`src/rtl/isp_uart_pkg.sv`:
```
// Shared types and constants for the ISP-completion UART command receiver.
package isp_uart_pkg;

    typedef enum logic [2:0] {
        IDLE,
        START,
        DATA,
        STOP,
        BREAK
    } rx_state_e;

    typedef enum logic [1:0] {
        P_SYNC,
        P_CMD,
        P_ARG,
        P_CHK
    } parse_state_e;

    localparam int unsigned OVERSAMPLE = 16;
    localparam int unsigned MID_SAMPLE = 8;

    localparam logic [7:0] SYNC_BYTE_DEF   = 8'hA5;
    localparam logic [7:0] RESTART_CMD_DEF = 8'h52;
    localparam logic [7:0] RESTART_ARG_DEF = 8'h01;

    // Frame check byte: XOR of sync, command and argument.
    function automatic logic [7:0] frame_chk(input logic [7:0] sync_b,
                                             input logic [7:0] cmd_b,
                                             input logic [7:0] arg_b);
        return sync_b ^ cmd_b ^ arg_b;
    endfunction

endpackage

```
`src/rtl/uart_rx_core.sv`:
```
// 8N1 UART byte receiver: 2-FF synchroniser, oversample tick generator, byte FSM.
module uart_rx_core
    import isp_uart_pkg::*;
#(
    parameter int unsigned BAUD_DIV = 27
) (
    input  logic       clk,
    input  logic       rst,
    input  logic       rxd,
    output logic [7:0] rx_data,
    output logic       rx_valid,
    output logic       framing_err,
    output logic       tick_c,
    output logic       rx_idle_c
);

    localparam int unsigned DIV_W = (BAUD_DIV > 1) ? $clog2(BAUD_DIV) : 1;

    logic             sync1_q, rxs_q;
    rx_state_e        state_q, state_d;
    logic [DIV_W-1:0] div_q, div_d;
    logic [3:0]       tcnt_q, tcnt_d;
    logic [2:0]       bit_q, bit_d;
    logic [7:0]       shift_q, shift_d;
    logic [7:0]       rx_data_q, rx_data_d;
    logic             rx_valid_q, rx_valid_d;
    logic             ferr_q, ferr_d;

    assign tick_c      = (div_q == DIV_W'(BAUD_DIV - 1));
    assign rx_idle_c   = (state_q == IDLE);
    assign rx_data     = rx_data_q;
    assign rx_valid    = rx_valid_q;
    assign framing_err = ferr_q;

    // Next-state logic for tick divider, bit timing and byte FSM.
    always_comb begin
        state_d    = state_q;
        div_d      = tick_c ? '0 : div_q + DIV_W'(1);
        tcnt_d     = tcnt_q;
        bit_d      = bit_q;
        shift_d    = shift_q;
        rx_data_d  = rx_data_q;
        rx_valid_d = 1'b0;
        ferr_d     = 1'b0;
        case (state_q)
            IDLE: begin
                if (!rxs_q) begin
                    state_d = START;
                    div_d   = '0;
                    tcnt_d  = '0;
                end
            end
            START: begin
                if (tick_c) begin
                    if (tcnt_q == 4'(MID_SAMPLE - 1)) begin
                        tcnt_d  = '0;
                        bit_d   = '0;
                        state_d = rxs_q ? IDLE : DATA;
                    end else begin
                        tcnt_d = tcnt_q + 4'd1;
                    end
                end
            end
            DATA: begin
                if (tick_c) begin
                    if (tcnt_q == 4'(OVERSAMPLE - 1)) begin
                        tcnt_d  = '0;
                        shift_d = {rxs_q, shift_q[7:1]};
                        if (bit_q == 3'd7) begin
                            state_d = STOP;
                        end else begin
                            bit_d = bit_q + 3'd1;
                        end
                    end else begin
                        tcnt_d = tcnt_q + 4'd1;
                    end
                end
            end
            STOP: begin
                if (tick_c) begin
                    if (tcnt_q == 4'(OVERSAMPLE - 1)) begin
                        tcnt_d = '0;
                        if (rxs_q) begin
                            rx_data_d  = shift_q;
                            rx_valid_d = 1'b1;
                            state_d    = IDLE;
                        end else begin
                            ferr_d  = 1'b1;
                            state_d = BREAK;
                        end
                    end else begin
                        tcnt_d = tcnt_q + 4'd1;
                    end
                end
            end
            BREAK: begin
                if (rxs_q) begin
                    state_d = IDLE;
                end
            end
            default: state_d = IDLE;
        endcase
    end

    // State and output registers; synchroniser resets to line-idle.
    always_ff @(posedge clk or posedge rst) begin
        if (rst) begin
            sync1_q    <= 1'b1;
            rxs_q      <= 1'b1;
            state_q    <= IDLE;
            div_q      <= '0;
            tcnt_q     <= '0;
            bit_q      <= '0;
            shift_q    <= '0;
            rx_data_q  <= '0;
            rx_valid_q <= 1'b0;
            ferr_q     <= 1'b0;
        end else begin
            sync1_q    <= rxd;
            rxs_q      <= sync1_q;
            state_q    <= state_d;
            div_q      <= div_d;
            tcnt_q     <= tcnt_d;
            bit_q      <= bit_d;
            shift_q    <= shift_d;
            rx_data_q  <= rx_data_d;
            rx_valid_q <= rx_valid_d;
            ferr_q     <= ferr_d;
        end
    end

endmodule

```
`src/rtl/isp_uart_cmd_rx.sv`:
```
// ISP command receiver: UART byte core plus SYNC/CMD/ARG/CHK frame parser.
module isp_uart_cmd_rx
    import isp_uart_pkg::*;
#(
    parameter int unsigned BAUD_DIV     = 27,
    parameter logic [7:0]  SYNC_BYTE    = SYNC_BYTE_DEF,
    parameter logic [7:0]  RESTART_CMD  = RESTART_CMD_DEF,
    parameter logic [7:0]  RESTART_ARG  = RESTART_ARG_DEF,
    parameter int unsigned TIMEOUT_BITS = 20
) (
    input  logic       CLK,
    input  logic       RESET,
    input  logic       RXD,
    output logic [7:0] RX_DATA,
    output logic       RX_VALID,
    output logic       FRAMING_ERR,
    output logic [7:0] CMD,
    output logic [7:0] ARG,
    output logic       CMD_VALID,
    output logic       CHKSUM_ERR,
    output logic       RESTART_REQ,
    output logic       BUSY
);

    localparam int unsigned TMO_LIMIT = TIMEOUT_BITS * OVERSAMPLE;
    localparam int unsigned TMO_W     = $clog2(TMO_LIMIT + 1);

    logic             tick_c, rx_idle_c;
    parse_state_e     p_q, p_d;
    logic [7:0]       cmd_r_q, cmd_r_d, arg_r_q, arg_r_d;
    logic [7:0]       cmd_q, cmd_d, arg_q, arg_d;
    logic             cmd_valid_q, cmd_valid_d;
    logic             chk_err_q, chk_err_d;
    logic             restart_q, restart_d;
    logic [TMO_W-1:0] tmo_q, tmo_d;

    uart_rx_core #(
        .BAUD_DIV(BAUD_DIV)
    ) u_core (
        .clk        (CLK),
        .rst        (RESET),
        .rxd        (RXD),
        .rx_data    (RX_DATA),
        .rx_valid   (RX_VALID),
        .framing_err(FRAMING_ERR),
        .tick_c     (tick_c),
        .rx_idle_c  (rx_idle_c)
    );

    assign CMD         = cmd_q;
    assign ARG         = arg_q;
    assign CMD_VALID   = cmd_valid_q;
    assign CHKSUM_ERR  = chk_err_q;
    assign RESTART_REQ = restart_q;
    assign BUSY        = !rx_idle_c || (p_q != P_SYNC);

    // Frame parser and inter-byte timeout; a received byte beats a coincident timeout.
    always_comb begin
        p_d         = p_q;
        cmd_r_d     = cmd_r_q;
        arg_r_d     = arg_r_q;
        cmd_d       = cmd_q;
        arg_d       = arg_q;
        cmd_valid_d = 1'b0;
        chk_err_d   = 1'b0;
        restart_d   = 1'b0;
        tmo_d       = tmo_q;
        if (RX_VALID) begin
            tmo_d = '0;
            case (p_q)
                P_SYNC: if (RX_DATA == SYNC_BYTE) p_d = P_CMD;
                P_CMD: begin
                    cmd_r_d = RX_DATA;
                    p_d     = P_ARG;
                end
                P_ARG: begin
                    arg_r_d = RX_DATA;
                    p_d     = P_CHK;
                end
                P_CHK: begin
                    if (RX_DATA == frame_chk(SYNC_BYTE, cmd_r_q, arg_r_q)) begin
                        cmd_d       = cmd_r_q;
                        arg_d       = arg_r_q;
                        cmd_valid_d = 1'b1;
                        restart_d   = (cmd_r_q == RESTART_CMD) && (arg_r_q == RESTART_ARG);
                    end else begin
                        chk_err_d = 1'b1;
                    end
                    p_d = P_SYNC;
                end
                default: p_d = P_SYNC;
            endcase
        end else if (FRAMING_ERR) begin
            p_d   = P_SYNC;
            tmo_d = '0;
        end else if (p_q == P_SYNC) begin
            tmo_d = '0;
        end else if (rx_idle_c && tick_c) begin
            if (tmo_q == TMO_W'(TMO_LIMIT - 1)) begin
                p_d   = P_SYNC;
                tmo_d = '0;
            end else begin
                tmo_d = tmo_q + TMO_W'(1);
            end
        end
    end

    // Parser state and registered frame outputs.
    always_ff @(posedge CLK or posedge RESET) begin
        if (RESET) begin
            p_q         <= P_SYNC;
            cmd_r_q     <= '0;
            arg_r_q     <= '0;
            cmd_q       <= '0;
            arg_q       <= '0;
            cmd_valid_q <= 1'b0;
            chk_err_q   <= 1'b0;
            restart_q   <= 1'b0;
            tmo_q       <= '0;
        end else begin
            p_q         <= p_d;
            cmd_r_q     <= cmd_r_d;
            arg_r_q     <= arg_r_d;
            cmd_q       <= cmd_d;
            arg_q       <= arg_d;
            cmd_valid_q <= cmd_valid_d;
            chk_err_q   <= chk_err_d;
            restart_q   <= restart_d;
            tmo_q       <= tmo_d;
        end
    end

endmodule
```
`config.mk`:
```
export PLATFORM = sky130hd
export DESIGN_NAME = isp_uart_cmd_rx
export DESIGN_NICKNAME = d
export VERILOG_FILES = /design/src/rtl/isp_uart_pkg.sv /design/src/rtl/uart_rx_core.sv /design/src/rtl/isp_uart_cmd_rx.sv
export SDC_FILE = /design/constraint.sdc
export NUM_CORES = 1
export LEC_CHECK = 0
export ABC_CLOCK_PERIOD_IN_PS = 6550
export CAP_MARGIN = 20
export CORE_ASPECT_RATIO = 0.75
export CORE_MARGIN = 4
export CORE_UTILIZATION = 45
export CTS_CLUSTER_DIAMETER = 100
export DETAILED_ROUTE_END_ITERATION = 8
export MAX_ROUTING_LAYER = met4
export PLACE_DENSITY = 0.74
export SYNTH_ARGS = -nofsm -noshare
export SYNTH_HDL_FRONTEND = slang
export SYNTH_SLANG_ARGS = --single-unit
```
`constraint.sdc`:
```
create_clock -name CLK -period 6.55 [get_ports CLK]
set_input_delay 1.31 -clock CLK [delete_from_list [all_inputs] [get_ports CLK]]
set_output_delay 1.31 -clock CLK [all_outputs]
set_load 0.02 [all_outputs]
```
Word level (Yosys, flattened, before mapping)
Cells that the tools add are included.
- word-level logic and storage cells: 132
- output and inout bits: 30
- register bits: 81
- input bits: 3
- add/sub/neg operators: 4
- equal/unequal tests: 29
- reductions and logical operators: 22
- bitwise logic cells: 2
- muxes and demuxes: 56
- operators with widths (cell ; count):
    $mux 3 ; 15
    $mux 9 ; 5
    $mux 4 ; 5
    $mux 1 ; 17
    $mux 5 ; 3
    $pmux 3 s5 ; 1
    $mux 2 ; 7
    $ne 2x1->1 const B ; 6
    $pmux 4 s3 ; 1
    $reduce_and 4->1 ; 3
    $ne 2x2->1 const B ; 5
    $add 9x1->9 const B ; 1
    $eq 9x9->1 const B ; 1
    $reduce_and 9->1 ; 1
    $reduce_bool 3->1 ; 3
    $eq 8x1->1 const B ; 1
    $eq 8x7->1 const B ; 1
    $eq 8x8->1 ; 1
    $eq 8x8->1 const B ; 1
    $pmux 2 s4 ; 1
    $xor 8x8->8 ; 1
    $eq 3x2->1 const B ; 2
    $eq 3x3->1 const B ; 2
    $pmux 3 s2 ; 1
    23 further kinds ; 28

Logic depth before layout (Yosys ltp)
Gate-level depths: netlist (run 1).
- depth after elaboration: 6
- depth in mapped cells: 7
- mapped depth without buffers: 6

Modules after synthesis
Synthesis (run 1) repeated with hierarchy kept, for this count alone.
- cells, all modules: 312
- area total of the unflattened synthesis: 3895.0 um2
- by module, submodules not included (module ; instances ; seq. area each (um2) ; area each (um2) ; cells an instance):
    isp_uart_cmd_rx ; 1 ; 1151.1 ; 2284.7 ; 172
    uart_rx_core ; 1 ; 878.3 ; 1610.3 ; 140

Worst setup path before layout (run 1)
No wires, ideal clock.
- path kind: reg2out
- start point: register u_core.state_q[0]
- end point: output BUSY
- arrival time: 1.032 ns
- required time: 5.240 ns
- path buffers: 1
- cell stages (with the launch flop): 4
- slack: 4.208 ns
- cells stage by stage: dfrtp_1 clkbuf_1 nor3_1 nand2_1
- longest elaborated chain between the ends: 3
- RTL lines (what ; line ; source):
    start: declaration ; uart_rx_core.sv:20 ; rx_state_e state_q, state_d;
    start signal: assignment ; uart_rx_core.sv:121 ; state_q <= state_d;
    $logic_not 3->1 ; uart_rx_core.sv:30 ; assign rx_idle_c = (state_q == IDLE);
    $logic_not 1->1 ; isp_uart_cmd_rx.sv:55 ; assign BUSY = !rx_idle_c || (p_q != P_SYNC);
    $logic_or 1x1->1 ; isp_uart_cmd_rx.sv:55 ;
    end: declaration ; isp_uart_cmd_rx.sv:22 ; output logic BUSY
Every way passes these cells.

Final worst setup path (run 1)
- start point: register u_core.state_q[2]
- end point: output BUSY
The elaborated chain is that of the path after synthesis.

==> summary.txt, run 1 <==
Status
  – Status: finished, final reports clean

Worst setup path
  – Max Fanout on Critical Path: 16
  – Worst Path Required: 5.24 ns
  – Crit-path slowest cell: clkdlybuf4s50_1
  – CP startpoint kind: flop
  – R2R depth: 5
  – Critical path arrival: 2.02 ns
  – Critical Setup Path Class: flop to output pin
  – CP endpoint kind: output pin
  – CP Cell Sequence: nor3_1, nand2_1, clkdlybuf4s50_1
  – Largest stage delay, worst path: 0.55 ns

Clocking
  – CTS tree: built
  – Skew-Pair Late Insertion Delay: ~0.33 ns
  – Root buf cell: clkbuf_16
  – CTS Hold Buffers Added: 0
  – Clk sinks: 81
  – Resize count post-CTS: 0
  – H-tree depth: 3
  – # Post-CTS Setup Buffers: 0
  – Clock slew at reported path FFs: 0.06 ns
  – CTS Buf Count: 9
  – CTS max path bufs: 2

Run
  – Max cap viols: 0

Global route
  – First-pass GRT wire length: 12.2 mm
  – Initial antenna violation count: 0
  – Total track usage: 0.158
  – Overflow after GRT: 0
  – Largest net degree at the start of global routing: 82
  – Vias in the first global route: 2410

Yosys
  – Synthesized area per cell: 12.8 µm²
  – Mapped Nets: approximately 320
  – Number of flops mapped to enable cells by yosys: 0
  – Synth cell types: 55
  – Async SR Flop Fraction: 1.00
  – Main synth FF type: dfrtp_1
  – Warnings, synthesis: 0
  – Synthesized cell area: ~0.0039 mm²
  – Seq/Total Area, Yosys: 0.519
  – Syn Inst Count: slightly above 300
  – Seq cells post-synth: 81

STA
  – Final worst slack: 3.22 ns
  – RSZ-0062 raised after global routing: false
  – Tightest Pin Transition: approximately 0.92 ns
  – Fin crit share: 0.508
  – Relative slew slack: 0.381
  – Pins Over Slew Limit: 0
  – Count of final setup violators: 0
  – Crit path time final: 3.33 ns
  – Fmax: 0.301 GHz
  – Hold WS: 0.356 ns
  – Hold violation total from the final report: 0
  – Total negative setup slack: 0 ns
  – Setup Skew: 0.00845 ns

Floorplan
  – Initial Util: 0.462
  – Die Wd: 116 µm
  – Num ports: 33
  – Core ar.: 0.00845 mm²
  – Die Y: between 80 and 90 µm
  – # rows: 29
  – Die Area: 0.0103 mm²

Power
  – Lkg Pwr: 2.09 nW
  – Pwr/cell area: 231 mW/mm²
  – Max IR drop VDD: 0.000111 V
  – Tot Pwr: 0.00108 W

Route
  – Met3 WL post-DR: ~280 µm
  – Pre-antenna DRT Iters: 4
  – Via count: 2489
  – Via density: about 5.5
  – Drt wl/cell: 16.0 µm
  – Final wirelength: 7.28 mm
  – Routed met1 length: around 3.6 mm
  – Detailed Route Iter0 Violations: around 140
  – DRT antenna net count: 0
  – Drt drc: 0
  – Max Used Layer: met4
  – Wire length on met2: 3.34 mm

Cells and area
  – Register area: approximately 0.0020 mm²
  – Area growth syn-to-layout: 19.9%
  – Fillers: about 700
  – Fraction of layout instances using a drive strength above 1: 0.233
  – Final core utilization: 0.554
  – Nets: 355
  – Inserted Diodes: 0
  – Area of the multi-input gates: approximately 0.0018 mm²

Hold path
  – Hold Path Class: flop to flop
  – Worst Hold Depth: 0

Placement
  – PortBufs: 32
  – DP Wirelength: around 5.0 mm
  – Routability Congestion: 0.900
  – Setup slack at placement: roughly 3.6 ns
==> per-layer routing <==
metal	vias to the layer above	GRT usage
met3	11	0.0424
li1	1183	-
met4	0	0.0495
met1	1252	0.216
met2	43	0.232
met5	-	-
==> synthesized netlist by cell type, drive strengths merged, types with 7 or more instances <==
cell type | count | area (µm²)
dfrtp | 79 | 1980
mux2 | 49 | 589
nand2 | 24 | 90.1
nor2 | 14 | 52.6
inv | 12 | 45.0
nand3 | 11 | 55.1
ha | 10 | 125
o21ai | 9 | 45.0
xnor3 | 8 | 196
a21oi | 7 | 35.0
clkbuf | 7 | 36.3
==> placed cells by master, fill, tap and decap left out, types with 4 or more instances in the layout <==
| cell type | Yosys | layout |
|---|---|---|
| dfrtp_1 | 79 | 79 |
| mux2_2 | 39 | 39 |
| clkdlybuf4s50_1 | 0 | 32 |
| nand2_1 | 24 | 24 |
| nor2_1 | 14 | 14 |
| nand3_1 | 11 | 11 |
| inv_1 | 12 | 11 |
| mux2_4 | 10 | 10 |
| ha_1 | 10 | 10 |
| o21ai_0 | 9 | 9 |
| clkbuf_16 | 0 | 9 |
| a21oi_1 | 7 | 7 |
| nor3_1 | 5 | 5 |
| mux2i_1 | 5 | 5 |
| o31ai_1 | 5 | 5 |
| xnor3_4 | 4 | 4 |
| or4_1 | 4 | 4 |
| nor4b_1 | 4 | 4 |
==> final timing paths <==
path,start,endpoint,slack [ns]
max,u_core.state_q[2],BUSY,3.22
min reg2reg,u_core.sync1_q,u_core.rxs_q,0.36
max reg2reg,u_core.rx_data[2],CMD[2],4.10
min,u_core.sync1_q,u_core.rxs_q,0.36
min in group asynchronous,RESET,tmo_q[7],1.41
max in group asynchronous,RESET,u_core.rxs_q,4.49
==> layout make-up <==
class                           instances  share of cell area
Tap cell                              108              0.0288
Timing Repair Buffer                   36              0.0774
Multi-Input combinational cell        202               0.378
Clock buffer                           11              0.0497
Inverter                               12             0.00988
Clock inverter                          5              0.0227
Sequential cell                        81               0.433
==> cell families after synthesis <==
kind of cell	after synthesis	synth area share
muxes	54	0.164
DFF	81	0.519
buffers and inverters	22	0.0272
and+or+nand+nor	90	0.133
adders and majority gates	10	0.0320
xor gates and xnor gates	14	0.0685
AOI/OAI and AO/OA	34	0.0570
==> sequential cells by signal, indices dropped and copies added, names as in the netlist <==
| name | cells |
|---|---|
| RESTART_REQ | 1 |
| arg_r_q | 8 |
| p_q | 2 |
| CHKSUM_ERR | 1 |
| u_core.bit_q | 3 |
| ARG | 8 |
| tmo_q | 9 |
| u_core.framing_err | 1 |
| CMD_VALID | 1 |
| u_core.shift_q | 8 |
| u_core.sync1_q | 1 |
| CMD | 8 |
| u_core.state_q | 3 |
| u_core.div_q | 5 |
| u_core.rx_valid | 1 |
| cmd_r_q | 8 |
| u_core.rx_data | 8 |
| u_core.tcnt_q | 4 |
| u_core.rxs_q | 1 |
==> through the flow <==
stage,instances,area (µm²)
global route,455,4690
finish,455,4690
CTS,454,4670
global placement,438,4330
floorplan,305,3910
detailed placement,438,4330
==> report_power, final <==
part | total [W] | switching [W] | internal (W)
clock | 0.000567 | 0.000194 | 0.000373
combinational | 0.0000131 | 0.0000102 | 0.00000296
sequential | 0.000502 | 0.000000514 | 0.000502
==> worst max-delay path, delay by kind of cell (launching register included) <==
family,cells,cell delay (ns)
buffers and inverters,1,0.55
flip-flops,1,0.54
AND/OR/NAND/NOR,2,0.59
Note: power is estimated with default switching activity, not from simulation.
==> run 2: changes to the inputs <==
--- a/config.mk
+++ b/config.mk
@@ -5,7 +5,7 @@
 export SDC_FILE = /design/constraint.sdc
 export NUM_CORES = 1
 export LEC_CHECK = 0
-export ABC_CLOCK_PERIOD_IN_PS = 6550
+export ABC_CLOCK_PERIOD_IN_PS = 2850
 export CAP_MARGIN = 20
 export CORE_ASPECT_RATIO = 0.75
 export CORE_MARGIN = 4
@@ -13,7 +13,7 @@
 export CTS_CLUSTER_DIAMETER = 100
 export DETAILED_ROUTE_END_ITERATION = 8
 export MAX_ROUTING_LAYER = met4
-export PLACE_DENSITY = 0.74
+export PLACE_DENSITY = 0.76
 export SYNTH_ARGS = -nofsm -noshare
 export SYNTH_HDL_FRONTEND = slang
 export SYNTH_SLANG_ARGS = --single-unit
==> constraint.sdc (replaced) <==
create_clock -name CLK -period 2.85 [get_ports CLK]
set_input_delay 0.57 -clock CLK [delete_from_list [all_inputs] [get_ports CLK]]
set_output_delay 0.57 -clock CLK [all_outputs]
set_load 0.02 [all_outputs]
==> run 2 against run 1 <==
  * Clock power up 140%
  * Global-route usage grew 0.96 points
  * Clock-buffer cell count unchanged
  * Flip-flop and latch count stayed put
  * Via count rose by 0.32%
  * Register-to-register slack got worse by 3.4 ns
==> summary.txt, run 2 (synthesis results as in run 1) <==
Status
  – Status: finished, final reports clean

Worst setup path
  – Critical Setup Path Class: flop to output pin
  – CP startpoint kind: flop
  – Worst Path Required: 2.28 ns (-2.96 ns)
  – R2R Path End: CMD[6]
  – Crit Reg-Reg Startpoint: u_core.rx_data[0]
  – R2R Setup Slk: 0.68 ns (-3.42 ns)
  – Critical path arrival: 1.90 ns (-0.12 ns)
  – R2R depth: 5 (unchanged)
  – Crit-path slowest cell: dfrtp_1
  – Buf+Inv Stages, Crit Path: 2 (+1)
  – CP Cell Sequence: nor3_1, buf_4, nand2_1, clkdlybuf4s50_1
  – Crit path max-delay family: buffers and inverters
  – WP depth: 4 (+1)
  – Max Fanout on Critical Path: 16 (unchanged)
  – Largest stage delay, worst path: 0.62 ns (+0.07 ns)
  – CP endpoint kind: output pin

Clocking
  – Root buf cell: clkbuf_16
  – # Post-CTS Setup Buffers: 0 (unchanged)
  – CTS Buf Count: 9 (unchanged)
  – H-tree depth: 3 (unchanged)
  – CTS tree: built
  – Skew-Pair Late Insertion Delay: 0.33 ns (about the same)
  – CTS Hold Buffers Added: 0 (unchanged)
  – CTS max path bufs: 2 (unchanged)
  – Clk sinks: 81 (unchanged)
  – Resize count post-CTS: 0 (unchanged)
  – Clock slew at reported path FFs: 0.06 ns (about the same)

Floorplan
  – Die Wd: 116 µm (unchanged)
  – Die Y: 88.7 µm (unchanged)
  – Initial Util: 0.462 (unchanged)
  – Die Area: 0.0103 mm² (unchanged)
  – # rows: 29 (unchanged)
  – Num ports: 33 (unchanged)
  – Core ar.: 0.00845 mm² (unchanged)

Route
  – Drt drc: 0 (unchanged)
  – Pre-antenna DRT Iters: 4 (unchanged)
  – Detailed Route Iter0 Violations: 137 (-1.4%)
  – Via count: 2497 (+0.32%)
  – Via density: 5.45 (-0.34%)
  – Drt wl/cell: 16.8 µm (+5.2%)
  – DRT antenna net count: 0 (unchanged)
  – Final wirelength: 7.71 mm (+5.9%)

STA
  – Total negative setup slack: 0 ns (unchanged)
  – Tightest Pin Transition: 0.765 ns (-0.157 ns)
  – Pins Over Slew Limit: 0 (unchanged)
  – Relative slew slack: 0.487 (+0.106)
  – Count of final setup violators: 0 (unchanged)
  – Fmax: between 0.4 and 0.5 GHz
  – Hold WS: 0.355 ns (-0.00101 ns)
  – Setup Skew: 0.00966 ns (+0.00121 ns)
  – RSZ-0062 raised after global routing: false
  – Crit path time final: 2.47 ns
  – Fin crit share: 0.866
  – Hold violation total from the final report: 0 (unchanged)

Placement
  – Placed Area: 0.00437 mm² (+0.98%)
  – Routability Congestion: 0.796 (-12%)
  – PortBufs: 32 (unchanged)
  – DP Wirelength: 5.50 mm (+10%)

Cells and area
  – Largest register FFs: 9 (unchanged)
  – Final instance area: 0.00473 mm² (+0.96%)
  – Register area: 0.00203 mm² (unchanged)
  – Nets: 358 (+0.85%)
  – Area growth syn-to-layout: 21.0%
  – Fillers: 706 (+0.14%)
  – Commonest non-fill, non-tap cell in the layout: dfrtp_1
  – Inserted Diodes: 0 (unchanged)
  – Most frequent cells in the layout: dfrtp_1 (79), mux2_2 (39), clkdlybuf4s50_1 (32), nand2_1 (24), nor2_1 (14)
  – Fraction of layout instances using a drive strength above 1: 0.240 (+0.00657)
  – Area of the multi-input gates: 0.00177 mm² (unchanged)
  – Reg with most FFs: tmo_q

Hold path
  – Hold Path Class: flop to flop
  – Hold_sp: u_core.sync1_q
  – Worst Hold Depth: 0 (unchanged)
  – Worst Hold End: u_core.rxs_q

Power
  – Lkg Pwr: 2.12 nW (+1.5%)
  – Max IR drop VDD: 0.000316 V (+180%)
  – Pwr/cell area: 541 mW/mm² (+130%)

Global route
  – Total track usage: 0.168 (+0.00961)
  – Overflow after GRT: 0 (unchanged)
  – Initial antenna violation count: 0 (unchanged)
  – Vias in the first global route: 2463 (+2.2%)
  – Largest net degree at the start of global routing: 49 (-40%)
  – First-pass GRT wire length: 12.8 mm (+4.7%)

Run
  – Max cap viols: 0 (unchanged)
-- run 2: metal layers --
layer,wire (µm),GRT usage
met5,0,-
met4,84,0.0474
met3,259,0.0431
met2,3620,0.249
met1,3750,0.230
-- run 2: worst max path at each step --
stage               endpoint         startpoint  slack (ns)
detailed placement    CMD[2]  u_core.rx_data[0]        0.72
floorplan             ARG[0]              RESET        0.20
global placement        BUSY  u_core.state_q[2]        0.76
global route            BUSY  u_core.state_q[2]        0.29
finish                  BUSY  u_core.state_q[2]        0.38
CTS                     BUSY  u_core.state_q[2]        0.39
-- run 2: report_power, final --
part	internal [W]	switching (W)	total (W)
Combinational	0.00000594	0.0000240	0.0000299
Sequential	0.00115	0.00000105	0.00115
Clock	0.000946	0.000431	0.00138
Total	0.00211	0.000456	0.00256
-- run 2: area by class of cell --
| cell class | count | share of cell area |
|---|---|---|
| Clock buffer | 11 | 0.0492 |
| Clock inverter | 5 | 0.0272 |
| Inverter | 12 | 0.00979 |
| Multi-Input combinational cell | 202 | 0.375 |
| Sequential cell | 81 | 0.429 |
| Tap cell | 108 | 0.0286 |
| Timing Repair Buffer | 39 | 0.0815 |
-- run 2: metrics by stage --
stage	worst slack (ns)	util	std cells	power, W
global placement	0.759	0.517	442	0.00121
CTS	0.386	0.560	458	0.00259
global route	0.287	0.560	458	0.00265
detailed placement	0.716	0.517	442	0.00121
floorplan	0.203	-	305	0.00119
finish	0.381	0.560	458	0.00256
